<file path="config.mk">
export PLATFORM = sky130hd
export DESIGN_NAME = axi_ar_snoop_buffered_flat
export DESIGN_NICKNAME = d
export VERILOG_FILES = /design/src/rtl/axi_ar_snoop_buffered_pkg.sv /design/src/rtl/axi_ar_snoop_buffered_if.sv /design/src/rtl/axi_ar_snoop_buffered_fifo.sv /design/src/rtl/axi_ar_snoop_buffered.sv /design/src/flat_wrapper.sv
export SDC_FILE = /design/constraint.sdc
export NUM_CORES = 2
export LEC_CHECK = 0
export BUFFER_PORTS_ARGS = -buffer_cell sky130_fd_sc_hd__buf_2
export CAP_MARGIN = 20
export CORE_MARGIN = 2
export CORE_UTILIZATION = 60
export CTS_CLUSTER_DIAMETER = 200
export DETAILED_ROUTE_END_ITERATION = 7
export PLACE_DENSITY_LB_ADDON = 0.15
export SLEW_MARGIN = 10
export SYNTH_ARGS = -nofsm -noshare
export SYNTH_HDL_FRONTEND = slang
export SYNTH_HIERARCHICAL = 1
export SYNTH_SLANG_ARGS = --single-unit
</file>
<file path="constraint.sdc">
create_clock -name clk -period 77.4 [get_ports clk]
set_clock_uncertainty 0.2 [all_clocks]
set_input_delay 3.87 -clock clk [delete_from_list [all_inputs] [get_ports clk]]
set_output_delay 3.87 -clock clk [all_outputs]
set_load 0.1 [all_outputs]
</file>
<file path="src/rtl/axi_ar_snoop_buffered_pkg.sv">
// rtl/axi_ar_snoop_buffered_pkg.sv - shared record layout, tags and width check for the AXI snoopers
package axi_snoop_pkg;

    // Field widths of the default AR record layout
    localparam int REC_TYPE_W = 3;
    localparam int REC_ID_W   = 32;
    localparam int REC_LEN_W  = 8;
    localparam int REC_SEQ_W  = 16;
    localparam int REC_ADDR_W = 64;
    localparam int REC_DATA_W = 128;
    localparam int REC_PAD_W  = REC_DATA_W - (REC_TYPE_W + REC_ID_W + REC_LEN_W + REC_SEQ_W + REC_ADDR_W);

    localparam logic [REC_TYPE_W-1:0] STREAM_TYPE_AR = 3'b000;

    // Header fields sit in the MSBs, address in the LSBs, zero pad in between
    typedef struct packed {
        logic [REC_TYPE_W-1:0] rec_type;
        logic [REC_ID_W-1:0]   id;
        logic [REC_LEN_W-1:0]  len;
        logic [REC_SEQ_W-1:0]  seq;
        logic [REC_PAD_W-1:0]  pad;
        logic [REC_ADDR_W-1:0] addr;
    } ar_record_t;

    function automatic bit record_fits(input int data_w, input int type_w, input int id_w,
                                       input int len_w, input int seq_w, input int addr_w);
        return data_w >= (type_w + id_w + len_w + seq_w + addr_w);
    endfunction

endpackage

</file>
<file path="src/rtl/axi_ar_snoop_buffered_if.sv">
// rtl/axi_ar_snoop_buffered_if.sv - AXI4 AR channel and AXI-Stream bundles
interface axi_ar_if #(
    parameter int ID_WIDTH   = 32,
    parameter int ADDR_WIDTH = 64,
    parameter int BURST_LEN  = 8,
    parameter int LOCK_WIDTH = 2,
    parameter int USER_WIDTH = 64
);
    logic [ID_WIDTH-1:0]   arid;
    logic [ADDR_WIDTH-1:0] araddr;
    logic [BURST_LEN-1:0]  arlen;
    logic [2:0]            arsize;
    logic [1:0]            arburst;
    logic [LOCK_WIDTH-1:0] arlock;
    logic [3:0]            arcache;
    logic [2:0]            arprot;
    logic [3:0]            arregion;
    logic [3:0]            arqos;
    logic [USER_WIDTH-1:0] aruser;
    logic                  arvalid;
    logic                  arready;

    modport master (
        output arid, araddr, arlen, arsize, arburst, arlock, arcache, arprot, arregion, arqos, aruser, arvalid,
        input  arready
    );
    modport slave (
        input  arid, araddr, arlen, arsize, arburst, arlock, arcache, arprot, arregion, arqos, aruser, arvalid,
        output arready
    );
endinterface

interface axis_if #(
    parameter int DATA_WIDTH = 128
);
    logic [DATA_WIDTH-1:0] tdata;
    logic                  tvalid;
    logic                  tready;
    logic                  tlast;

    modport master (output tdata, tvalid, tlast, input tready);
    modport slave  (input tdata, tvalid, tlast, output tready);
endinterface

</file>
<file path="src/rtl/axi_ar_snoop_buffered_fifo.sv">
// rtl/axi_ar_snoop_buffered_fifo.sv - first-word fall-through register FIFO shared by the snoopers
module snoop_sync_fifo #(
    parameter int WIDTH = 128,
    parameter int DEPTH = 8
) (
    input  logic                   clk,
    input  logic                   rst,
    input  logic                   push_i,
    input  logic [WIDTH-1:0]       din_i,
    input  logic                   pop_i,
    output logic [WIDTH-1:0]       dout_o,
    output logic                   full_o,
    output logic                   empty_o,
    output logic [$clog2(DEPTH):0] level_o
);
    localparam int AW = $clog2(DEPTH);
    localparam logic [AW-1:0] PTR_ONE  = AW'(1);
    localparam logic [AW:0]   LVL_ONE  = (AW + 1)'(1);
    localparam logic [AW:0]   LVL_FULL = (AW + 1)'(DEPTH);

    logic [WIDTH-1:0] mem_q [DEPTH];
    logic [AW-1:0]    wr_ptr_q, rd_ptr_q;
    logic [AW:0]      level_q, level_d;
    logic             do_push, do_pop;

    // Overflow and underflow requests are ignored so callers need no guards
    assign do_push = push_i && !full_o;
    assign do_pop  = pop_i && !empty_o;

    assign full_o  = (level_q == LVL_FULL);
    assign empty_o = (level_q == '0);
    assign level_o = level_q;
    assign dout_o  = mem_q[rd_ptr_q];

    // Storage is cleared on reset so the head word reads as zero when empty
    always_ff @(posedge clk or posedge rst) begin
        if (rst) begin
            for (int i = 0; i < DEPTH; i++) mem_q[i] <= '0;
        end else if (do_push) begin
            mem_q[wr_ptr_q] <= din_i;
        end
    end

    // Occupancy is unchanged when a push and a pop coincide
    always_comb begin
        level_d = level_q;
        if (do_push && !do_pop)      level_d = level_q + LVL_ONE;
        else if (!do_push && do_pop) level_d = level_q - LVL_ONE;
    end

    // Pointers wrap naturally because DEPTH is a power of two
    always_ff @(posedge clk or posedge rst) begin
        if (rst) begin
            wr_ptr_q <= '0;
            rd_ptr_q <= '0;
            level_q  <= '0;
        end else begin
            if (do_push) wr_ptr_q <= wr_ptr_q + PTR_ONE;
            if (do_pop)  rd_ptr_q <= rd_ptr_q + PTR_ONE;
            level_q <= level_d;
        end
    end
endmodule

</file>
<file path="src/rtl/axi_ar_snoop_buffered.sv">
// rtl/axi_ar_snoop_buffered.sv - transparent AR snooper queuing one stream record per handshake
module axi_ar_snoop_buffered
    import axi_snoop_pkg::*;
#(
    parameter int DATA_WIDTH        = 128,
    parameter int ADDR_WIDTH        = 64,
    parameter int ID_WIDTH          = 32,
    parameter int BURST_LEN         = 8,
    parameter int LOCK_WIDTH        = 2,
    parameter int USER_WIDTH        = 64,
    parameter int SEQ_WIDTH         = 16,
    parameter int STREAM_TYPE_WIDTH = 3,
    parameter logic [STREAM_TYPE_WIDTH-1:0] STREAM_TYPE = STREAM_TYPE_AR,
    parameter int DEPTH             = 8,
    parameter bit DROP_ON_FULL      = 1'b0
) (
    input  logic                   clk,
    input  logic                   reset,
    input  logic                   enable,
    axi_ar_if.slave                snoop,
    axi_ar_if.master               forward,
    axis_if.master                 m_axis,
    output logic [15:0]            drop_count,
    output logic [$clog2(DEPTH):0] fifo_level
);
    localparam int HDR_W = STREAM_TYPE_WIDTH + ID_WIDTH + BURST_LEN + SEQ_WIDTH;
    localparam logic [SEQ_WIDTH-1:0] SEQ_ONE = SEQ_WIDTH'(1);

    if (!record_fits(DATA_WIDTH, STREAM_TYPE_WIDTH, ID_WIDTH, BURST_LEN, SEQ_WIDTH, ADDR_WIDTH)) begin : g_bad_width
        $error("axi_ar_snoop_buffered: DATA_WIDTH too small for record");
    end
    if ((DEPTH < 2) || ((DEPTH & (DEPTH - 1)) != 0)) begin : g_bad_depth
        $error("axi_ar_snoop_buffered: DEPTH must be a power of two and at least 2");
    end

    logic                  full, empty, gate, hs, push, drop, pop;
    logic [DATA_WIDTH-1:0] rec_data;
    logic [SEQ_WIDTH-1:0]  seq_q, seq_d;
    logic [15:0]           drop_q, drop_d;

    // In stall mode a full queue closes the channel; reset also closes it
    assign gate = enable && !reset && (DROP_ON_FULL || !full);

    assign forward.arid     = snoop.arid;
    assign forward.araddr   = snoop.araddr;
    assign forward.arlen    = snoop.arlen;
    assign forward.arsize   = snoop.arsize;
    assign forward.arburst  = snoop.arburst;
    assign forward.arlock   = snoop.arlock;
    assign forward.arcache  = snoop.arcache;
    assign forward.arprot   = snoop.arprot;
    assign forward.arregion = snoop.arregion;
    assign forward.arqos    = snoop.arqos;
    assign forward.aruser   = snoop.aruser;
    assign forward.arvalid  = snoop.arvalid && gate;
    assign snoop.arready    = forward.arready && gate;

    assign hs   = forward.arvalid && forward.arready;
    assign push = hs && !full;
    assign drop = hs && full;
    assign pop  = m_axis.tvalid && m_axis.tready;

    assign m_axis.tvalid = !empty;
    assign m_axis.tlast  = 1'b1;
    assign drop_count    = drop_q;

    // Pack the record: header in the MSBs, address in the LSBs, zeros between
    always_comb begin
        rec_data = '0;
        rec_data[ADDR_WIDTH-1:0] = snoop.araddr;
        rec_data[DATA_WIDTH-1 -: HDR_W] = {STREAM_TYPE, snoop.arid, snoop.arlen, seq_q};
    end

    // Sequence advances on every handshake, dropped or not, so gaps are visible
    always_comb begin
        seq_d  = hs ? seq_q + SEQ_ONE : seq_q;
        drop_d = (drop && (drop_q != 16'hFFFF)) ? drop_q + 16'd1 : drop_q;
    end

    // Sequence and saturating drop counters
    always_ff @(posedge clk or posedge reset) begin
        if (reset) begin
            seq_q  <= '0;
            drop_q <= '0;
        end else begin
            seq_q  <= seq_d;
            drop_q <= drop_d;
        end
    end

    snoop_sync_fifo #(
        .WIDTH (DATA_WIDTH),
        .DEPTH (DEPTH)
    ) u_fifo (
        .clk     (clk),
        .rst     (reset),
        .push_i  (push),
        .din_i   (rec_data),
        .pop_i   (pop),
        .dout_o  (m_axis.tdata),
        .full_o  (full),
        .empty_o (empty),
        .level_o (fifo_level)
    );
endmodule

</file>
<file path="src/flat_wrapper.sv">
// flat-port wrapper written by rule: the top's interface ports become plain ports
module axi_ar_snoop_buffered_flat import axi_snoop_pkg::*;
#(
    parameter int DATA_WIDTH        = 128,
    parameter int ADDR_WIDTH        = 64,
    parameter int ID_WIDTH          = 32,
    parameter int BURST_LEN         = 8,
    parameter int LOCK_WIDTH        = 2,
    parameter int USER_WIDTH        = 64,
    parameter int SEQ_WIDTH         = 16,
    parameter int STREAM_TYPE_WIDTH = 3,
    parameter logic [STREAM_TYPE_WIDTH-1:0] STREAM_TYPE = STREAM_TYPE_AR,
    parameter int DEPTH             = 8,
    parameter bit DROP_ON_FULL      = 1'b0
)
  (clk, reset, enable, drop_count, fifo_level, snoop_arid, snoop_araddr, snoop_arlen, snoop_arsize, snoop_arburst, snoop_arlock, snoop_arcache, snoop_arprot, snoop_arregion, snoop_arqos, snoop_aruser, snoop_arvalid, snoop_arready, forward_arid, forward_araddr, forward_arlen, forward_arsize, forward_arburst, forward_arlock, forward_arcache, forward_arprot, forward_arregion, forward_arqos, forward_aruser, forward_arvalid, forward_arready, m_axis_tdata, m_axis_tvalid, m_axis_tlast, m_axis_tready);
  axi_ar_if #(.ID_WIDTH(ID_WIDTH), .ADDR_WIDTH(ADDR_WIDTH), .BURST_LEN(BURST_LEN), .LOCK_WIDTH(LOCK_WIDTH), .USER_WIDTH(USER_WIDTH)) snoop_i ();
  axi_ar_if #(.ID_WIDTH(ID_WIDTH), .ADDR_WIDTH(ADDR_WIDTH), .BURST_LEN(BURST_LEN), .LOCK_WIDTH(LOCK_WIDTH), .USER_WIDTH(USER_WIDTH)) forward_i ();
  axis_if #(.DATA_WIDTH(DATA_WIDTH)) m_axis_i ();
  input  logic clk;
  input  logic reset;
  input  logic enable;
  output logic [15:0] drop_count;
  output logic [$clog2(DEPTH):0] fifo_level;
  input wire logic [$bits(snoop_i.arid)-1:0] snoop_arid;
  input wire logic [$bits(snoop_i.araddr)-1:0] snoop_araddr;
  input wire logic [$bits(snoop_i.arlen)-1:0] snoop_arlen;
  input wire logic [$bits(snoop_i.arsize)-1:0] snoop_arsize;
  input wire logic [$bits(snoop_i.arburst)-1:0] snoop_arburst;
  input wire logic [$bits(snoop_i.arlock)-1:0] snoop_arlock;
  input wire logic [$bits(snoop_i.arcache)-1:0] snoop_arcache;
  input wire logic [$bits(snoop_i.arprot)-1:0] snoop_arprot;
  input wire logic [$bits(snoop_i.arregion)-1:0] snoop_arregion;
  input wire logic [$bits(snoop_i.arqos)-1:0] snoop_arqos;
  input wire logic [$bits(snoop_i.aruser)-1:0] snoop_aruser;
  input wire logic [$bits(snoop_i.arvalid)-1:0] snoop_arvalid;
  output wire logic [$bits(snoop_i.arready)-1:0] snoop_arready;
  output wire logic [$bits(forward_i.arid)-1:0] forward_arid;
  output wire logic [$bits(forward_i.araddr)-1:0] forward_araddr;
  output wire logic [$bits(forward_i.arlen)-1:0] forward_arlen;
  output wire logic [$bits(forward_i.arsize)-1:0] forward_arsize;
  output wire logic [$bits(forward_i.arburst)-1:0] forward_arburst;
  output wire logic [$bits(forward_i.arlock)-1:0] forward_arlock;
  output wire logic [$bits(forward_i.arcache)-1:0] forward_arcache;
  output wire logic [$bits(forward_i.arprot)-1:0] forward_arprot;
  output wire logic [$bits(forward_i.arregion)-1:0] forward_arregion;
  output wire logic [$bits(forward_i.arqos)-1:0] forward_arqos;
  output wire logic [$bits(forward_i.aruser)-1:0] forward_aruser;
  output wire logic [$bits(forward_i.arvalid)-1:0] forward_arvalid;
  input wire logic [$bits(forward_i.arready)-1:0] forward_arready;
  output wire logic [$bits(m_axis_i.tdata)-1:0] m_axis_tdata;
  output wire logic [$bits(m_axis_i.tvalid)-1:0] m_axis_tvalid;
  output wire logic [$bits(m_axis_i.tlast)-1:0] m_axis_tlast;
  input wire logic [$bits(m_axis_i.tready)-1:0] m_axis_tready;
  assign snoop_i.arid = snoop_arid;
  assign snoop_i.araddr = snoop_araddr;
  assign snoop_i.arlen = snoop_arlen;
  assign snoop_i.arsize = snoop_arsize;
  assign snoop_i.arburst = snoop_arburst;
  assign snoop_i.arlock = snoop_arlock;
  assign snoop_i.arcache = snoop_arcache;
  assign snoop_i.arprot = snoop_arprot;
  assign snoop_i.arregion = snoop_arregion;
  assign snoop_i.arqos = snoop_arqos;
  assign snoop_i.aruser = snoop_aruser;
  assign snoop_i.arvalid = snoop_arvalid;
  assign snoop_arready = snoop_i.arready;
  assign forward_arid = forward_i.arid;
  assign forward_araddr = forward_i.araddr;
  assign forward_arlen = forward_i.arlen;
  assign forward_arsize = forward_i.arsize;
  assign forward_arburst = forward_i.arburst;
  assign forward_arlock = forward_i.arlock;
  assign forward_arcache = forward_i.arcache;
  assign forward_arprot = forward_i.arprot;
  assign forward_arregion = forward_i.arregion;
  assign forward_arqos = forward_i.arqos;
  assign forward_aruser = forward_i.aruser;
  assign forward_arvalid = forward_i.arvalid;
  assign forward_i.arready = forward_arready;
  assign m_axis_tdata = m_axis_i.tdata;
  assign m_axis_tvalid = m_axis_i.tvalid;
  assign m_axis_tlast = m_axis_i.tlast;
  assign m_axis_i.tready = m_axis_tready;
  axi_ar_snoop_buffered #(.DATA_WIDTH(DATA_WIDTH), .ADDR_WIDTH(ADDR_WIDTH), .ID_WIDTH(ID_WIDTH), .BURST_LEN(BURST_LEN), .LOCK_WIDTH(LOCK_WIDTH), .USER_WIDTH(USER_WIDTH), .SEQ_WIDTH(SEQ_WIDTH), .STREAM_TYPE_WIDTH(STREAM_TYPE_WIDTH), .STREAM_TYPE(STREAM_TYPE), .DEPTH(DEPTH), .DROP_ON_FULL(DROP_ON_FULL)) u_core (.clk(clk), .reset(reset), .enable(enable), .snoop(snoop_i), .forward(forward_i), .m_axis(m_axis_i), .drop_count(drop_count), .fifo_level(fifo_level));
endmodule
</file>
Word-level counts from Yosys, hierarchy flattened --
Index checks and enable logic that the tools add are counted. W data, S select, Z words.
Cells by class: multiplexer cells 8, equal/unequal tests 2, reduce and logical (&&, ||, !) cells 21, magnitude comparators 3, bitwise operators 2, add/sub/neg operators 6
Operator list (number):
- $bwmux W1024 | 1
- $bmux W128 S3 | 1
- $demux W128 S3 | 1
- $mux W128 | 3
- $add A16 B1 Y16 const B | 2
- $ne A16 B16 Y1 const B | 1
- $logic_and A1 B1 Y1 | 14
- $ge A4 B4 Y1 const B | 2
- $mux W4 | 2
- $not A3 Y4 | 2
- $add A3 B1 Y3 const B | 2
- $logic_not A1 Y1 | 5
- $add A4 B1 Y4 const B | 1
- $eq A4 B4 Y1 const B | 1
- $logic_not A4 Y1 | 1
- $lt A4 B1 Y1 const B | 1
- $sub A4 B1 Y4 const B | 1
- $reduce_bool A2 Y1 | 1
Storage, ports and cells: input bits 196, flip-flop bits (word level) 1066

Logic depth before layout (Yosys ltp) --
depth in word-level cells 11, gate-level depth with buffers 13, mapped depth without buffers 12

Modules after synthesis --
Netlist, hierarchy kept.
By module, submodules not included:
- snoop_sync_fifo | instances 1, cells an instance 2681, area each 48621.6 sq um, seq. area each 25874.8 sq um
- axi_ar_snoop_buffered | instances 1, cells an instance 290, area each 2670.1 sq um, seq. area each 800.8 sq um

Worst setup path before layout --
Ideal clock, no wire load.
kind input to output, start point in enable, end point out snoop_arready, cell stages on the path 3, path buffers 0, arrival 5353 ps, slack 67977 ps, cells stage by stage nor2b_1 > nand2_1 > nor2_1
Between the ends: cells in the longest elaborated chain, start to end 3
Ends and longest elaborated chain:
- start: declaration | line flat_wrapper.sv:22 | input logic enable;
- $logic_and A1 B1 Y1 (2 in a row) | line axi_ar_snoop_buffered.sv:42 | assign gate = enable && !reset && (DROP_ON_FULL || !full);
- $logic_and A1 B1 Y1 | line axi_ar_snoop_buffered.sv:56 | assign snoop.arready = forward.arready && gate;
- end: declaration | line flat_wrapper.sv:37 | output wire logic [$bits(snoop_i.arready)-1:0] snoop_arready;
Every way passes these cells.

Worst setup path in the final report --
start point in reset, end point out snoop_arready
Between the ends: cells in the longest elaborated chain, start to end 4
Ends and longest elaborated chain:
- start: declaration | line flat_wrapper.sv:21 | input logic reset;
- $logic_not A1 Y1 (no source line)
- $logic_and A1 B1 Y1 (2 in a row) | line axi_ar_snoop_buffered.sv:42
- $logic_and A1 B1 Y1 | line axi_ar_snoop_buffered.sv:56
Every way passes these cells.

==> impl_metrics.csv <==
group,metric,value,unit
global_routing,antenna_found_initial,0,
floorplanning,floorplan.core_area,84900,um2
yosys,netlist_area,51300,um2
global_routing,first_pass_grt_wire_length,176000,um
place,post_detailed_placement_cell_area,52000,um2
yosys,primary_flip_flop_cell_chosen_by_synthesis_mapping,"sky130_fd_sc_hd__dfrtp_1",
global_routing,number_of_global_route_vias_before_repair,29609,
setup_path,cp_capture_type,"output pin",
final_layout,area.growth.synth_to_final,8.55,%
sta,worst_slew_pin_slew,1.17,ns
drt,post-route-drc-count,0,
setup_path,cp_cell_sequence,"buf_2, nor2b_1, nand2_1, nor2_1, buf_2",
yosys,ys_seq_elements,1066,
sta,final_min_period_over_clock_period,11.5,%
cts,cts_htree_levels,3,
setup_path,cp_data_arrival_time,4.81,ns
sta,timing_max_transition_violations_final,0,
drt,totalWireLength,112000,um
power,p_switching,836,uW
run,drv_cap,0,
place,numPortBuffers,364,
power,power_frac_comb,39.3,%
global_routing,grt_overflow_total,0,
drt,drt-vias-per-instance,5.95,
cts,cts_hold_repair.buffers,0,
cts,ctsLongestPathBuffers,3,
setup_path,critPathMaxFanout,4,
power,max_rail_drop_vdd,0.0395,mV
cts,tritoncts.num_buffers,111,
cts,clock-root-buffer,"sky130_fd_sc_hd__clkbuf_16",
place,post-place-cells,4196,
cts,cts.clk_slew.worst_paths,0.06,ns
sta,post-route-worst-setup-slack,68.52,ns
setup_path,r2r_cells,9,
power,total_leakage_power,26.9,nW
sta,slew_headroom,22.0,%
final_layout,post-route-util,65.6,%
final_layout,layout.nets,3372,
floorplanning,die_area,87800,um2
drt,postRouteAntennaNets,0,
yosys,syn-instance-count,2971,
run_status,status,"completed",
cts,insertion_delay,0.65,ns
place,globalplace.congestion,0.766,
floorplanning,placementRows,107,
cts,count_of_clock_tree_sinks,1066,
drt,wl_per_cell,25.5,um
place,half_perimeter_wire_length_after_placement,64000,um
yosys,post_synth.cell_area_avg,17.3,um2
setup_path,crit_type,"in2out",
yosys,yosysWarningCount,6,
cts,clock_tree_from_tritoncts,"built",
min_path,hold-path-cell-count,0,
final_layout,post-route-cell-area,55700,um2
sta,finalWorstPathRequiredPeriod,8.88,ns
global_routing,grt_max_degree,213,
drt,drt_iter0_drc,1521,
yosys,ys_async_sr_fraction,100,%
cts,number_of_post_cts_setup_repair_buffers,0,
power,power.density_cell_area,39.1,nW/um2
global_routing,global_route.usage.total,26.0,%
drt,firstDrtPassIters,4,
final_layout,final_layout_size_suffix_gt1_share,61.6,%
yosys,distinct_cell_type_count_after_synthesis,46,
floorplanning,fp.dieW,296,um
cts,post_cts.resized_instances,0,
min_path,timing.hold.worst.class,"reg2reg",
floorplanning,initial_utilization,60.4,%
final_layout,finalNonFillerCells,4397,
sta,clock.fmax,0.113,GHz
setup_path,cp_data_required_time,73.33,ns
setup_path,cp_slowest_stage_delay,0.43,ns
sta,final_setup_tns,0,ns
floorplanning,top_level_ports,538,
power,p_clk_share,24.2,%
sta,final_hold_viol_count,0,
setup_path,critical_path.most_common_cell,"sky130_fd_sc_hd__buf_2",
power,power.share.sequential,36.6,%
sta,grt_setup_unrepaired,"no",
yosys,ys_seq_area_share,52.0,%
drt,dr_total_vias,26176,
setup_path,startpoint_type,"primary input",
power,intPower,1.34,mW
place,pre_cts_slack,68.53,ns
yosys,edff_count_synth,0,
power,p_sw_share,38.4,%
sta,setup_viol,0,
floorplanning,die_y,296,um
setup_path,cell_with_the_biggest_individual_delay_on_the_critical_path,"sky130_fd_sc_hd__buf_2",
-- per-stage QoR --
stage                     hold slack (ns)  power [mW]
after floorplan                     0.274        1.52
final                               0.172        2.18
after global placement              0.160        1.63
after CTS                           0.176        2.20
after detailed placement            0.160        1.66
after global routing                0.180        2.27
-- registers in the layout, summed over array words and instances (netlist names) --
| signal | count |
|---|---|
| u_core/drop_count | 16 |
| u_core/seq_q | 16 |
| u_core/u_fifo/level_o | 4 |
| u_core/u_fifo/mem_q | 1024 |
| u_core/u_fifo/rd_ptr_q | 3 |
| u_core/u_fifo/wr_ptr_q | 3 |
-- final cells by class --
type / instances / area (um2)
Fill cell: 5904 / 29200
Sequential cell: 1066 / 26700
Multi-Input combinational cell: 1567 / 21600
Clock buffer: 172 / 3310
Timing Repair Buffer: 415 / 2330
Tap cell: 1144 / 1430
Clock inverter: 24 / 292
Inverter: 8 / 42.5
Antenna cell: 1 / 2.50
-- worst max-delay path: cells and delay by family --
| kind | cells | cell delay, ns |
|---|---|---|
| AND/OR/NAND/NOR | 3 | 0.35 |
| buffers and inverters | 2 | 0.58 |
-- layout by cell type (no fill, tap or decap), types with 2 or more instances in the layout --
master                      synthesis  layout
sky130_fd_sc_hd__dfrtp_4            0       3
sky130_fd_sc_hd__buf_16             0       3
sky130_fd_sc_hd__mux4_2           256     256
sky130_fd_sc_hd__nand3_1           11      10
sky130_fd_sc_hd__xnor2_1           17      17
sky130_fd_sc_hd__clkbuf_1          56      33
sky130_fd_sc_hd__clkinv_2           0      12
sky130_fd_sc_hd__bufinv_16          0       6
sky130_fd_sc_hd__buf_2             25     364
sky130_fd_sc_hd__mux2_2           676     676
sky130_fd_sc_hd__inv_6              0       4
sky130_fd_sc_hd__and3_1             2       2
sky130_fd_sc_hd__clkinv_4           1       2
sky130_fd_sc_hd__clkbuf_8           0      26
sky130_fd_sc_hd__dfrtp_1         1066    1063
sky130_fd_sc_hd__nand2_1            9       9
sky130_fd_sc_hd__clkbuf_16          0     113
sky130_fd_sc_hd__nand4_1            5       5
sky130_fd_sc_hd__o211ai_1           2       2
sky130_fd_sc_hd__buf_4            216      43
sky130_fd_sc_hd__nor2_1             5       5
sky130_fd_sc_hd__buf_12            33       5
sky130_fd_sc_hd__nand4b_1           2       2
sky130_fd_sc_hd__ha_1               6       6
sky130_fd_sc_hd__nor3b_4            1       2
sky130_fd_sc_hd__xor2_1             4       4
sky130_fd_sc_hd__nor4b_4            2       2
sky130_fd_sc_hd__nor2b_1            3       3
sky130_fd_sc_hd__inv_1              7       6
sky130_fd_sc_hd__conb_1             2      65
sky130_fd_sc_hd__a21oi_1            2       2
sky130_fd_sc_hd__mux2_4           480     480
-- synthesized netlist by cell type (5+ instances only) --
cell type	count	area [um2]
sky130_fd_sc_hd__inv_1	7	26.3
sky130_fd_sc_hd__buf_1	9	33.8
sky130_fd_sc_hd__buf_12	33	661
sky130_fd_sc_hd__mux2_4	480	7210
sky130_fd_sc_hd__dfrtp_1	1066	26700
sky130_fd_sc_hd__mux4_2	256	5770
sky130_fd_sc_hd__ha_1	6	75.1
sky130_fd_sc_hd__nand3_1	11	55.1
sky130_fd_sc_hd__nor2_1	5	18.8
sky130_fd_sc_hd__nand2_1	9	33.8
sky130_fd_sc_hd__buf_4	216	1620
sky130_fd_sc_hd__clkbuf_1	56	210
sky130_fd_sc_hd__buf_2	25	125
sky130_fd_sc_hd__buf_6	54	608
sky130_fd_sc_hd__xnor2_1	17	149
sky130_fd_sc_hd__nand4_1	5	31.3
sky130_fd_sc_hd__mux2_2	676	7610
-- metal layers --
layer,up-vias,GRT usage (%),part of all wire (%)
li1,11071,-,-
met2,589,43.2,50
met3,135,4.71,4.9
met1,14381,35.7,43
met5,-,0,0
met4,0,6.63,2.0
-- power by group through the flow --
stage | clock (mW) | combinational (mW) | sequential (mW)
6_report | 0.526 | 0.854 | 0.796
5_1_grt | 0.563 | 0.894 | 0.814
4_1_cts | 0.540 | 0.858 | 0.800
3_5_place_dp | 0 | 0.855 | 0.808
3_3_place_gp | 0 | 0.840 | 0.792
2_1_floorplan | 0 | 0.757 | 0.767
-- cells by family after synthesis --
logic type | after synthesis | share of synthesized area [%]
muxes | 1413 | 40.2
DFF | 1066 | 52.0
buffers and inverters | 401 | 6.42
and+or+nand+nor | 54 | 0.761
xor gates and xnor gates | 21 | 0.359
adders and majority gates | 7 | 0.185
AOI/OAI and AO/OA | 7 | 0.0976
other | 2 | 0.0146
-- worst paths after layout --
check	start	end	slack (ns)
setup / recovery	reset	snoop_arready	68.52
hold / removal	u_core/drop_count[14]$_DFFE_PP0P_	u_core/drop_count[14]$_DFFE_PP0P_	0.17
setup reg to reg	u_core/u_fifo/level_o[0]$_DFFE_PP0P_	u_core/u_fifo/mem_q[946]$_DFFE_PP0P_	72.05
hold reg to reg	u_core/drop_count[14]$_DFFE_PP0P_	u_core/drop_count[14]$_DFFE_PP0P_	0.17
max in group asynchronous	reset	u_core/u_fifo/mem_q[294]$_DFFE_PP0P_	70.48
min in group asynchronous	reset	u_core/u_fifo/mem_q[634]$_DFFE_PP0P_	3.16
Power figures use the tool's default switching activity.
